--- src/rtl/fetch_reg1_pkg.sv ---
// Shared definitions for the fetch stage: NOP word, FSM encodings and instruction field positions.
package fetch_reg1_pkg;

   localparam logic [31:0] NOP_INST = 32'h4000_0009;

   typedef enum logic [1:0] {
      IDLE = 2'd0,
      REQ  = 2'd1,
      HOLD = 2'd2
   } fetch_state_e;

   localparam int OPC_MSB   = 30;
   localparam int OPC_LSB   = 25;
   localparam int SUBB_BIT  = 14;
   localparam int SUBJ_BIT  = 24;
   localparam int IMM14_MSB = 13;
   localparam int IMM24_MSB = 23;

endpackage

--- src/rtl/fetch_reg1_hold_buf.sv ---
// One-entry {word, pc, valid} parking buffer for a word acked while the pipeline is frozen.
module fetch_reg1_hold_buf #(
   parameter int PC_W   = 10,
   parameter int INST_W = 32
) (
   input  logic              clock,
   input  logic              reset,
   input  logic              load,
   input  logic              drop,
   input  logic              unload,
   input  logic [INST_W-1:0] load_word,
   input  logic [PC_W-1:0]   load_pc,
   output logic [INST_W-1:0] word,
   output logic [PC_W-1:0]   pc,
   output logic              valid
);
   import fetch_reg1_pkg::*;

   logic              valid_q, valid_d;
   logic [INST_W-1:0] word_q, word_d;
   logic [PC_W-1:0]   pc_q, pc_d;

   always_comb begin
      valid_d = valid_q;
      word_d  = word_q;
      pc_d    = pc_q;
      if (drop || unload) begin
         valid_d = 1'b0;
      end
      if (load) begin
         valid_d = 1'b1;
         word_d  = load_word;
         pc_d    = load_pc;
      end
   end

   always_ff @(posedge clock or posedge reset) begin
      if (reset) begin
         valid_q <= 1'b0;
      end else begin
         valid_q <= valid_d;
      end
   end

   // payload is only meaningful while valid_q is set, so it carries no reset
   always_ff @(posedge clock) begin
      word_q <= word_d;
      pc_q   <= pc_d;
   end

   assign word  = word_q;
   assign pc    = pc_q;
   assign valid = valid_q;

endmodule

--- src/rtl/fetch_reg1.sv ---
// Instruction fetch over a req/ack port feeding the IF/ID register (REG1), with stall/flush control.
// Defining FETCH_PERF_EN adds saturating perf_fetch / perf_stall / perf_flush counters.
module fetch_reg1 #(
   parameter int                PC_W     = 10,
   parameter int                INST_W   = 32,
   parameter logic [INST_W-1:0] NOP_INST = fetch_reg1_pkg::NOP_INST
) (
   input  logic              clock,
   input  logic              reset,
   input  logic [PC_W-1:0]   current_pc,
   output logic              enable_pc,
   input  logic              do_hazard,
   input  logic              do_flush_REG1,
   output logic              imem_req,
   output logic [PC_W-1:0]   imem_addr,
   input  logic              imem_ack,
   input  logic [INST_W-1:0] imem_rdata,
   output logic [INST_W-1:0] ir,
   output logic [PC_W-1:0]   ir_pc,
   output logic              ir_valid,
   output logic [5:0]        opcode,
   output logic              sub_op_b,
   output logic              sub_op_j,
   output logic [13:0]       imm_14bit,
   output logic [23:0]       imm_24bit
`ifdef FETCH_PERF_EN
   ,
   output logic [15:0]       perf_fetch,
   output logic [15:0]       perf_stall,
   output logic [15:0]       perf_flush
`endif
);
   import fetch_reg1_pkg::*;

   fetch_state_e      state_q, state_d;
   logic              fresh_q, fresh_d;
   logic              discard_q, discard_d;
   logic [PC_W-1:0]   addr_q, addr_d;
   logic [PC_W-1:0]   req_addr;
   logic [INST_W-1:0] ir_q, ir_d;
   logic [PC_W-1:0]   ir_pc_q, ir_pc_d;
   logic              ir_valid_q, ir_valid_d;
   logic              en_pc;
   logic              flush_go;
   logic              hb_load, hb_drop, hb_unload, hb_valid;
   logic [INST_W-1:0] hb_word;
   logic [PC_W-1:0]   hb_pc;

   // The PC settles only after the enable_pc edge, so a new request samples
   // current_pc live in its first cycle and holds the latched copy afterwards.
   assign req_addr = (state_q == REQ && fresh_q) ? current_pc : addr_q;
   assign flush_go = do_flush_REG1 && !do_hazard;

   always_comb begin
      state_d    = state_q;
      fresh_d    = fresh_q;
      discard_d  = discard_q;
      addr_d     = addr_q;
      ir_d       = ir_q;
      ir_pc_d    = ir_pc_q;
      ir_valid_d = ir_valid_q;
      en_pc      = 1'b0;
      hb_load    = 1'b0;
      hb_drop    = 1'b0;
      hb_unload  = 1'b0;

      if (state_q == REQ && fresh_q) begin
         addr_d  = current_pc;
         fresh_d = 1'b0;
      end

      case (state_q)
         IDLE: begin
            if (!do_hazard) begin
               state_d = REQ;
               fresh_d = 1'b1;
            end
         end
         REQ: begin
            if (imem_ack) begin
               if (discard_q) begin
                  discard_d = 1'b0;
                  state_d   = IDLE;
               end else if (do_hazard) begin
                  hb_load = 1'b1;
                  state_d = HOLD;
               end else if (!do_flush_REG1) begin
                  ir_d       = imem_rdata;
                  ir_pc_d    = req_addr;
                  ir_valid_d = 1'b1;
                  en_pc      = 1'b1;
                  state_d    = REQ;
                  fresh_d    = 1'b1;
               end else begin
                  state_d = REQ;
                  fresh_d = 1'b1;
               end
            end else if (flush_go) begin
               discard_d = 1'b1;
            end
         end
         HOLD: begin
            if (!do_hazard) begin
               if (!do_flush_REG1 && hb_valid) begin
                  ir_d       = hb_word;
                  ir_pc_d    = hb_pc;
                  ir_valid_d = 1'b1;
                  hb_unload  = 1'b1;
                  en_pc      = 1'b1;
               end else begin
                  hb_drop = 1'b1;
               end
               state_d = REQ;
               fresh_d = 1'b1;
            end
         end
         default: state_d = IDLE;
      endcase

      // a squash also releases the PC so it can take the redirect
      if (flush_go) begin
         ir_d       = NOP_INST;
         ir_valid_d = 1'b0;
         en_pc      = 1'b1;
      end
   end

   always_ff @(posedge clock or posedge reset) begin
      if (reset) begin
         state_q    <= IDLE;
         fresh_q    <= 1'b0;
         discard_q  <= 1'b0;
         ir_q       <= NOP_INST;
         ir_pc_q    <= '0;
         ir_valid_q <= 1'b0;
      end else begin
         state_q    <= state_d;
         fresh_q    <= fresh_d;
         discard_q  <= discard_d;
         ir_q       <= ir_d;
         ir_pc_q    <= ir_pc_d;
         ir_valid_q <= ir_valid_d;
      end
   end

   always_ff @(posedge clock) begin
      addr_q <= addr_d;
   end

   fetch_reg1_hold_buf #(
      .PC_W   (PC_W),
      .INST_W (INST_W)
   ) u_hold_buf (
      .clock     (clock),
      .reset     (reset),
      .load      (hb_load),
      .drop      (hb_drop),
      .unload    (hb_unload),
      .load_word (imem_rdata),
      .load_pc   (req_addr),
      .word      (hb_word),
      .pc        (hb_pc),
      .valid     (hb_valid)
   );

   assign enable_pc = en_pc && !reset;
   assign imem_req  = (state_q == REQ);
   assign imem_addr = req_addr;
   assign ir        = ir_q;
   assign ir_pc     = ir_pc_q;
   assign ir_valid  = ir_valid_q;
   assign opcode    = ir_q[OPC_MSB:OPC_LSB];
   assign sub_op_b  = ir_q[SUBB_BIT];
   assign sub_op_j  = ir_q[SUBJ_BIT];
   assign imm_14bit = ir_q[IMM14_MSB:0];
   assign imm_24bit = ir_q[IMM24_MSB:0];

`ifdef FETCH_PERF_EN
   function automatic logic [15:0] sat_inc16(input logic [15:0] v);
      return (v == 16'hFFFF) ? v : v + 16'd1;
   endfunction

   logic [15:0] perf_fetch_q, perf_fetch_d;
   logic [15:0] perf_stall_q, perf_stall_d;
   logic [15:0] perf_flush_q, perf_flush_d;

   // an enable_pc pulse that is not a flush redirect means a word entered REG1
   always_comb begin
      perf_fetch_d = (en_pc && !flush_go) ? sat_inc16(perf_fetch_q) : perf_fetch_q;
      perf_stall_d = do_hazard ? sat_inc16(perf_stall_q) : perf_stall_q;
      perf_flush_d = flush_go ? sat_inc16(perf_flush_q) : perf_flush_q;
   end

   always_ff @(posedge clock or posedge reset) begin
      if (reset) begin
         perf_fetch_q <= '0;
         perf_stall_q <= '0;
         perf_flush_q <= '0;
      end else begin
         perf_fetch_q <= perf_fetch_d;
         perf_stall_q <= perf_stall_d;
         perf_flush_q <= perf_flush_d;
      end
   end

   assign perf_fetch = perf_fetch_q;
   assign perf_stall = perf_stall_q;
   assign perf_flush = perf_flush_q;
`endif

endmodule

--- config.mk ---
export PLATFORM = sky130hd
export DESIGN_NAME = fetch_reg1
export DESIGN_NICKNAME = d
export VERILOG_FILES = /design/src/rtl/fetch_reg1_pkg.sv /design/src/rtl/fetch_reg1_hold_buf.sv /design/src/rtl/fetch_reg1.sv
export SDC_FILE = /design/constraint.sdc
export NUM_CORES = 1
export LEC_CHECK = 0
export CAP_MARGIN = 20
export CORE_MARGIN = 2
export CORE_UTILIZATION = 51
export CTS_CLUSTER_DIAMETER = 30
export DETAILED_ROUTE_END_ITERATION = 7
export GPL_TIMING_DRIVEN = 0
export PLACE_DENSITY = 0.83
export SETUP_SLACK_MARGIN = 0.02
export SYNTH_ARGS = -nofsm -noshare
export SYNTH_HDL_FRONTEND = slang
export SYNTH_HIERARCHICAL = 1
export SYNTH_SLANG_ARGS = --single-unit
--- constraint.sdc ---
create_clock -name clock -period 5.4 [get_ports clock]
set_input_delay 1.08 -clock clock [delete_from_list [all_inputs] [get_ports clock]]
set_output_delay 1.08 -clock clock [all_outputs]
set_load 0.02 [all_outputs]
# Word-level counts from Yosys, hierarchy flattened
# Index checks and enable logic that the tools add are counted.
word_totals:
  regBits: 100
  in_bits: 47
  output_inout_bits: 101
  word_cells: 97
op_classes:
  eq_ne: 15
  n_mux: 54
  n_reduce_logical: 18
ops:
  columns: ["op", "count"]
  rows:
  - ["32-bit two-way mux", 7]
  - ["10-bit two-way mux", 7]
  - ["32-bit one-hot mux with 2 select lines", 1]
  - ["1-bit two-way mux", 30]
  - ["10-bit one-hot mux with 2 select lines", 1]
  - ["7-bit AND reduction", 2]
  - ["2-bit inequality test, second input constant", 6]
  - ["3-bit by 2-bit inequality test with 1-bit output, second input constant", 3]
  - ["2-bit two-way mux", 4]
  - ["3-bit inequality test, second input constant", 2]
  - ["1-bit one-hot mux with 2 select lines", 3]
  - ["2-bit nonzero test", 3]
  - ["1-bit logical AND", 4]
  - ["2-bit one-hot mux with 2 select lines", 1]
  - ["2-bit AND reduction", 2]
  - ["1-bit logical NOT", 3]
  - ["3-bit by 1-bit inequality test with 1-bit output, second input constant", 1]
  - ["3-bit nonzero test", 1]
  - ["2-bit by 1-bit equality test with 1-bit output, second input constant", 1]
  - ["2-bit equality test, second input constant", 1]
  - ["2-bit logical NOT", 1]
  - ["2-bit by 1-bit inequality test with 1-bit output, second input constant", 1]
  - ["2-bit OR reduction", 1]
  - ["1-bit logical OR", 1]

# Longest topological paths before layout
# Gate-level depths: netlist of run 1.
logic_depth:
  ltp_word: 8
  ltp_mapped: 9
  ltp_nobuf: 6

# Modules after synthesis
# The synthesis of run 1 kept the hierarchy.
by_module_without_submodules:
  columns: ["mod", "instances", "cells_each", "area_per_inst_um2", "seq_area_each_um2"]
  rows:
  - ["fetch_reg1", 1, 354, 3492.1, 1380.1]
  - ["fetch_reg1_hold_buf", 1, 46, 1301.2, 1286.2]

# Worst setup path after synthesis of run 1
# Ideal clock, no wire load.
synth_path:
  kind: "register -> output"
  start: "register state_q[1]"
  end: "output port enable_pc"
  t_arrival_ns: 1.936
  required_time_ns: 4.320
  path_slack_ns: 2.384
  path_stages_with_launch: 8
  path_buffers: 1
  cell_sequence: "dfrtp_1 inv_1 ha_1 clkbuf_1 nor2b_1 a22o_1 a21oi_1 nor3_1"
synth_via:
  elab_chain_cells: 4
  word_cells_on_any_way: 5
  classes_between: "eq/ne (2); mux (2); reduce/logical (1)"
synth_rtl:
  columns: ["element", "line_no", "source"]
  rows:
  - ["start, declared", "fetch_reg1.sv:35", "fetch_state_e state_q, state_d;"]
  - ["start signal, assigned", "fetch_reg1.sv:137", "state_q <= state_d;"]
  - ["2-bit by 1-bit equality test with 1-bit output", null, null]
  - ["via imem_req", "fetch_reg1.sv:14", "output logic imem_req,"]
  - ["1-bit one-hot mux with 2 select lines", "fetch_reg1.sv:72", "case (state_q)"]
  - ["1-bit two-way mux", "fetch_reg1.sv:121", "if (flush_go) begin"]
  - ["1-bit logical AND", "fetch_reg1.sv:166", "assign enable_pc = en_pc && !reset;"]
  - ["end, declared", "fetch_reg1.sv:11", "output logic enable_pc,"]
# The timed path passes the listed nets, and every way through them passes these cells.

# Worst setup path in the final report of run 1
layout_path:
  start: "register state_q[1]"
  end: "output port enable_pc"
layout_via:
  elab_chain_cells: 4
  word_cells_on_any_way: 5
  classes_between: "eq/ne (2); mux (2); reduce/logical (1)"
layout_rtl:
  columns: ["element", "line_no"]
  rows:
  - ["2-bit equality test or 2-bit by 1-bit equality test with 1-bit output (tied branches)", "fetch_reg1.sv:72"]
  - ["1-bit one-hot mux with 2 select lines *", "fetch_reg1.sv:72"]
  - ["1-bit two-way mux *", "fetch_reg1.sv:121"]
  - ["1-bit logical AND *", "fetch_reg1.sv:166"]
# Every way passes the cells marked *; elsewhere a longest branch is shown, timed or not.

==> results of run 1 <==
-- layout make-up --
cell class / count / area (um^2)
Buffer: 70 / 448
Clock inverter: 5 / 42.5
Multi-Input combinational cell: 212 / 1610
Clock buffer: 11 / 141
Inverter: 18 / 67.6
Tap cell: 111 / 139
Timing Repair Buffer: 148 / 1500
Fill cell: 652 / 2580
Sequential cell: 100 / 2670
-- where the power goes --
group / internal [mW] / leakage (nW) / total [mW] / switching [mW]
logic: 1.29 / 1.47 / 2.60 / 1.31
clock network: 0.187 / 0.0909 / 0.454 / 0.267
registers: 1.09 / 1.05 / 1.29 / 0.199
-- through the flow --
step | utilization, % | power [mW]
final | 72.0 | 4.34
after global routing | 72.0 | 4.59
after CTS | 72.0 | 4.37
after detailed placement | 70.0 | 3.91
after global placement | 69.5 | 3.80
after floorplan | - | 2.85
-- worst paths after layout --
kind                            depth (start not counted)                    from                           end
worst max-delay path                                    8  state_q[1]$_DFFE_PP0P_                     enable_pc
worst min-delay path                                    2    ir_valid$_DFFE_PP0P_          ir_valid$_DFFE_PP0P_
worst max register to register                          8  state_q[1]$_DFFE_PP0P_            ir[16]$_DFFE_PP0P_
worst min register to register                          2    ir_valid$_DFFE_PP0P_          ir_valid$_DFFE_PP0P_
max in group asynchronous                               3                   reset             ir[0]$_DFFE_PP1P_
min in group asynchronous                               2                   reset  u_hold_buf/valid$_DFFE_PP0P_
-- logic make-up after synthesis --
group                      Yosys count
buffers and inverters               88
adders and majority gates            5
AOI/OAI and AO/OA                   81
and+or+nand+nor                     63
muxes                               63
DFF                                100
-- tightest hold or removal path: cells and delay by family (launching register included) --
kind / cells / cell delay, ns
and+or+nand+nor: 1 / 0.07
AOI/OAI and AO/OA: 1 / 0.05
DFF: 1 / 0.36
-- cells in the mapped netlist (all sizes together) --
master	number
clkbuf	17
dfrtp	45
mux2	10
a22o	3
or2	2
nand3	35
nand2	5
nand2b	4
a21oi	6
a22oi	1
mux2i	53
a21o	2
nor2	4
dfstp	3
and2	1
nor3	2
o32ai	1
dfxtp	10
nor2b	5
a2111oi	1
o21a	2
and3	5
o211ai	29
edfxtp	42
o21ai	36
ha	5
buf	53
inv	18
-- registers in the layout, summed over array words and instances, names as in the netlist --
name / flops
addr_q: 10
discard_q: 1
fresh_q: 1
ir: 32
ir_pc: 10
ir_valid: 1
state_q: 2
u_hold_buf/pc: 10
u_hold_buf/valid: 1
u_hold_buf/word: 32
-- metal layers --
metal  global-route usage, %  vias up  share of wire [%]
met2                    38.7      150                 49
met5                       0        -                  0
met3                    5.41       13                7.6
met4                    7.59        0                1.3
li1                        -     1721                  -
met1                    30.1     1788                 42
==> metrics.sh, run 1 <==
ROUTED-VIA-COUNT=3672
LEAKAGEPOWER_nW=2.61
DIE_AREA_UM2=10200
POSTSYNTHNETCOUNT=452
FINAL_CELL_COUNT_NO_FILL=675
CP.ARRIVAL_NS=2.82
PRE_CTS_SLACK_NS=1.66
CORE_AREA_UM2=9200
SETUP.WORST_PATH.START_CLASS='flip-flop'
CTS_TREE='yes'
FINCLKSKEW_NS=0.0177
CRITPATHMAXSTAGEDELAY_NS=0.67
DRT_PASS1_ITERATIONS=4
PLACEMENT_ROWS=35
POST_CTS_SETUP_REPAIR_BUFS=0
SETUP_SLACK_NS=1.50
DATA_REQUIRED_TIME_OF_THE_CRITICAL_PATH_NS=4.32
GRT_OVERFLOW_TOTAL=0
POST-ROUTE-MIN-PERIOD_NS=3.90
POST_CTS_RESIZED=0
SYNTH_WARNINGS=6
DETAIL_ROUTE.DRC_VIOLATIONS=0
PLACEMENT.CELL_AREA_UM2=6430
TRACK_USAGE_PCT=23.2
PORT_BUFFERS=146
INSERTION_DELAY_NS=0.37
WORST_HOLD_PATH_TYPE='reg2reg'
SYNTH-SEQ-CELLS=100
VDD_IR_DROP_MAX_mV=0.409
FIRST_GLOBAL_VIAS=3713
CRITICAL-PATH-TOP-DELAY-FAMILY='buffers and inverters'
DIE-HEIGHT_UM=101
ROOT_BUFFER='clkbuf_8'
TIMING.CRITICAL_PATH.BUF_INV=3
SYN_AVG_CELL_AREA_UM2=12.0
ANTENNA-DIODE-COUNT=0
LAYOUT.CELLS.MOST_COMMON_LIST='clkdlybuf4s50_1 (146), mux2i_1 (53), buf_4 (46)'
FRACTION_OF_THE_MAPPED_NETLIST_AREA_IN_COMPOUND_GATES_PCT=12.1
SLOWEST_CP_CELL='clkdlybuf4s50_1'
FIRST_PASS_GRT_WIRE_LENGTH_MM=18.6
ANTENNA_FOUND_INITIAL=0
FINAL.HOLD.WORST_SLACK_NS=0.511
SETUP.REG_TO_REG.WORST_SLACK_NS=2.87
WORSTMARGINPINSLEW_NS=0.747
BOUNDARYPINS=148
CLOCK-SINKS=100
SYNTH_SIMPLE_GATE_AREA_SHARE_PCT=6.84
ANTENNA_VIOLATING_NETS_REMAINING=0
CRITICAL_PATH_PEAK_FANOUT=10
POST_CTS_HOLD_BUFFER_COUNT=0
CRIT_TYPE='reg2out'
SYNTHTOLAYOUTAREAGROWTH_PCT=38.1
CHIPWIDTH_UM=101
CTS_INSERTED_BUFFERS=9
SYNTHDISTINCTLIBCELLS=34
POST_SYNTH_INST_COUNT=400
DP.FINAL_HPWL_MM=8.39
H-TREE-DEPTH=3
LAYOUT_COMMONEST_CELL='clkdlybuf4s50_1'
YOSYS-TOP-CELLS-AREA='edfxtp_1 (26%), dfrtp_1 (23%), mux2i_1 (11%)'
SLEW-LIMIT-HEADROOM_PCT=50.2
AVGVIACOUNTPERCELL=5.44
POWER.DENSITY_CELL_AREA_nW_PER_UM2=656
MAX-CAP-VIOLATIONS=0
DRV_SLEW=0
POST_SYNTH_MUX_AREA_SHARE_PCT=13.4
PIN_COUNT_OF_THE_BIGGEST_NET_ENTERING_GLOBAL_ROUTING=34
DRIVE_ABOVE_1_SHARE_PCT=17.2
LAYOUT_WORST_PATH_CYCLE_SHARE_PCT=72.2
SYNTH_ADDER_AREA_SHARE_PCT=1.31
CLK_TRANSITION_REPORTED_PATHS_NS=0.10
SYNTH.CELL_AREA_UM2=4790
ROUTED_WIRELENGTH_MM=11.6
UNREPAIRED_SETUP_ENDPOINTS_AFTER_GLOBAL_ROUTING='false'
DESIGN.FINAL.NETS=611
DR.FIRST_ITER.DRC_COUNT=218
SEQUENTIAL_CELL_AREA_FRACTION_IN_THE_YOSYS_REPORT_PCT=55.6
AVGROUTEDWIREPERCELL_UM=17.2
STATUS='finished clean'
RD_PLACE_CONGESTION=0.875
CRITICAL_PATH_ENDPOINT_CATEGORY='primary output'
NETLIST.TOP_CELL.BY_AREA='edfxtp_1'
DPL.CELL_COUNT=659
FINALSETUPVIOLCOUNT=0
HOLD_VIOL=0
INITIAL_CORE_UTIL_PCT=52.1
MAX-CLOCK-PATH-BUFFERS=2
SYNTH_TOP_FAMILY_BY_AREA='multiplexers'
SETUP_TNS_NS=0
CRITICAL_PATH_CELL_SEQUENCE='inv_1 > ha_1 > clkbuf_1 > nor2b_1 > a22o_1 > a21oi_1 > nor3_1 > clkdlybuf4s50_1'
FINAL_CELL_AREA_EXCLUDING_FILLER_CELLS_UM2=6620
MAX_CLOCK_FREQ_MHz=257
SYNTHDOMINANTCELLAREASHARE_PCT=26.3
YOSYS.AREA_SHARE.XOR_XNOR_PCT=0
Note: power is estimated with default switching activity, not from simulation.
==> run 2, diff against run 1 <==
CORE_UTILIZATION = 47   (was 51)
PLACE_DENSITY = 0.77   (was 0.83)
clock period = 3.95 ns   (was 5.4 ns; I/O delays follow)
==> run 2 against run 1 <==
Final cell count is 3.3% higher. Global-route usage shrank 2.6 points. Combinational power up 37%. Non-clock buffer count unchanged. Largest power group unchanged.
==> metrics.sh, run 2 (synthesis results as in run 1) <==
POSTLAYOUTCOREUTIL_PCT=67.8  # -4.1 points
CTS_INSERTED_BUFFERS=9  # unchanged
RD_PLACE_CONGESTION=0.836  # -4.5%
LAYOUT_COMMONEST_CELL='clkdlybuf4s50_1'
MAX-CLOCK-PATH-BUFFERS=2  # unchanged
DETAIL_ROUTE.DRC_VIOLATIONS=0  # unchanged
PIN_COUNT_OF_THE_BIGGEST_NET_ENTERING_GLOBAL_ROUTING=32  # -5.9%
ANTENNA_VIOLATING_NETS_REMAINING=0  # unchanged
CRITICAL_PATH_CELL_SEQUENCE='inv_1 > ha_1 > clkbuf_1 > nand2_1 > mux2_2 > clkdlybuf4s50_1'
CHIPWIDTH_UM=105  # +4.0%
HOLD_VIOL=0  # unchanged
DRIVE_ABOVE_1_SHARE_PCT=17.2  # unchanged
ROOT_BUFFER='clkbuf_8'
CP.ARRIVAL_NS=2.81  # about the same
FINCLKSKEW_NS=0.0112  # -0.00645 ns
TIMING.CRITICAL_PATH.BUF_INV=3  # unchanged
POST_CTS_HOLD_BUFFER_COUNT=0  # unchanged
AVGROUTEDWIREPERCELL_UM=16.1  # -6.3%
TRACK_USAGE_PCT=20.7  # -2.6 points
DRT_PASS1_ITERATIONS=5  # +1
LAYOUT.CELLS.MOST_COMMON_LIST='clkdlybuf4s50_1 (146), mux2i_1 (53), buf_4 (46)'
WORST_HOLD_PATH_TYPE='reg2reg'
DPL.CELL_COUNT=681  # +3.3%
ROUTED_WIRELENGTH_MM=11.2  # -3.2%
POWER.DENSITY_CELL_AREA_nW_PER_UM2=895  # +36%
ANTENNA-DIODE-COUNT=0  # unchanged
POST_CTS_SETUP_REPAIR_BUFS=0  # unchanged
FINAL_CELL_AREA_EXCLUDING_FILLER_CELLS_UM2=6660  # +0.62%
CRIT_TYPE='reg2out'
SETUP_SLACK_NS=0.352  # -1.15 ns
CRITICAL_PATH_ENDPOINT_CATEGORY='primary output'
CTS_TREE='yes'
SYNTHTOLAYOUTAREAGROWTH_PCT=38.9
LEAKAGEPOWER_nW=2.61  # +0.16%
DIE_AREA_UM2=11000  # +8.2%
SLOWEST_CP_CELL='clkdlybuf4s50_1'
SLEW-LIMIT-HEADROOM_PCT=49.4  # -0.81 points
CRITICAL-PATH-TOP-DELAY-FAMILY='buffers and inverters'
FIRST_GLOBAL_VIAS=3692  # -0.57%
PRE_CTS_SLACK_NS=0.745  # -0.913 ns
GRT_OVERFLOW_TOTAL=0  # unchanged
PLACEMENT_ROWS=36  # +2.9%
H-TREE-DEPTH=3  # unchanged
FINALSETUPVIOLCOUNT=0  # unchanged
FINAL.HOLD.WORST_SLACK_NS=0.512  # +0.00192 ns
PORT_BUFFERS=146  # unchanged
DATA_REQUIRED_TIME_OF_THE_CRITICAL_PATH_NS=3.16  # -1.16 ns
FIRST_PASS_GRT_WIRE_LENGTH_MM=18.4  # -1.5%
INSERTION_DELAY_NS=0.37  # about the same
DESIGN.FINAL.NETS=611  # unchanged
BOUNDARYPINS=148  # unchanged
POST-ROUTE-MIN-PERIOD_NS=3.60
PLACEMENT.CELL_AREA_UM2=6460  # +0.43%
LAYOUT_WORST_PATH_CYCLE_SHARE_PCT=91.1
MAX_CLOCK_FREQ_MHz=278
UNREPAIRED_SETUP_ENDPOINTS_AFTER_GLOBAL_ROUTING='false'
POST_CTS_RESIZED=0  # unchanged
CLK_TRANSITION_REPORTED_PATHS_NS=0.10  # about the same
CRITICAL_PATH_PEAK_FANOUT=10  # unchanged
DIE-HEIGHT_UM=105  # +4.0%
DP.FINAL_HPWL_MM=8.13  # -3.1%
SETUP_TNS_NS=0  # unchanged
VDD_IR_DROP_MAX_mV=0.543  # +33%
FINAL_CELL_COUNT_NO_FILL=697  # +3.3%
POWER_mW=5.96  # +37%
CLOCK-SINKS=100  # unchanged
DR.FIRST_ITER.DRC_COUNT=225  # +3.2%
STATUS='finished clean'
DRV_SLEW=0  # unchanged
CORE_AREA_UM2=9820  # +6.8%
MAX-CAP-VIOLATIONS=0  # unchanged
SETUP.WORST_PATH.START_CLASS='flip-flop'
ANTENNA_FOUND_INITIAL=0  # unchanged
CRITPATHMAXSTAGEDELAY_NS=0.61  # -0.06 ns
INITIAL_CORE_UTIL_PCT=48.8  # -3.3 points
WORSTMARGINPINSLEW_NS=0.759  # +0.0121 ns
ROUTED-VIA-COUNT=3659  # -0.35%
AVGVIACOUNTPERCELL=5.25  # -3.5%
[run 2: changes by cell type in the layout (fill, tap and decap cells not counted), sizes merged]
cell	delta
clkbuf	-2
bufinv	+1
clkinv	+1
clkinvlp	+1
inv	-1
[run 2: per-layer routing]
| layer | routed length, um | global-route usage [%] |
|---|---|---|
| met1 | 4730 | 26.8 |
| met2 | 5570 | 33.7 |
| met3 | 812 | 5.55 |
| met4 | 125 | 6.76 |
| met5 | 0 | 0 |
[run 2: final cells by class]
type	count	area [um^2]
inverter	18	67.6
fill	775	3160
buffer	70	448
clock buffer	9	124
sequential	100	2670
clock inverter	7	73.8
tap	133	166
multi-input combinational	212	1610
timing repair buffer	148	1500
[run 2: path summary, 6_finish.rpt]
| path | startpoint | endpoint | slack, ns | cells past startpoint |
|---|---|---|---|---|
| worst max-delay path | state_q[1]$_DFFE_PP0P_ | imem_addr[7] | 0.35 | 6 |
| worst min-delay path | addr_q[1]$_DFF_P_ | addr_q[1]$_DFF_P_ | 0.51 | 1 |
| worst max register to register | state_q[1]$_DFFE_PP0P_ | ir[30]$_DFFE_PP1P_ | 1.46 | 8 |
| worst min register to register | addr_q[1]$_DFF_P_ | addr_q[1]$_DFF_P_ | 0.51 | 1 |
| max in group asynchronous | reset | ir[0]$_DFFE_PP1P_ | 2.49 | 3 |
| min in group asynchronous | reset | u_hold_buf/valid$_DFFE_PP0P_ | 0.63 | 2 |
[run 2: power by group]
| part | total, mW | leakage (nW) | switching [mW] | internal (mW) |
|---|---|---|---|---|
| Combinational | 3.55 | 1.47 | 1.78 | 1.77 |
| Clock | 0.668 | 0.0952 | 0.372 | 0.297 |
| Sequential | 1.75 | 1.05 | 0.264 | 1.49 |
| Total | 5.96 | 2.61 | 2.42 | 3.55 |
==> run 3, diff against run 2 <==
CTS_CLUSTER_SIZE = 25   (was unset)
==> results of run 3 <==
The final DEF is identical to that of run 2; final timing and power are the same.
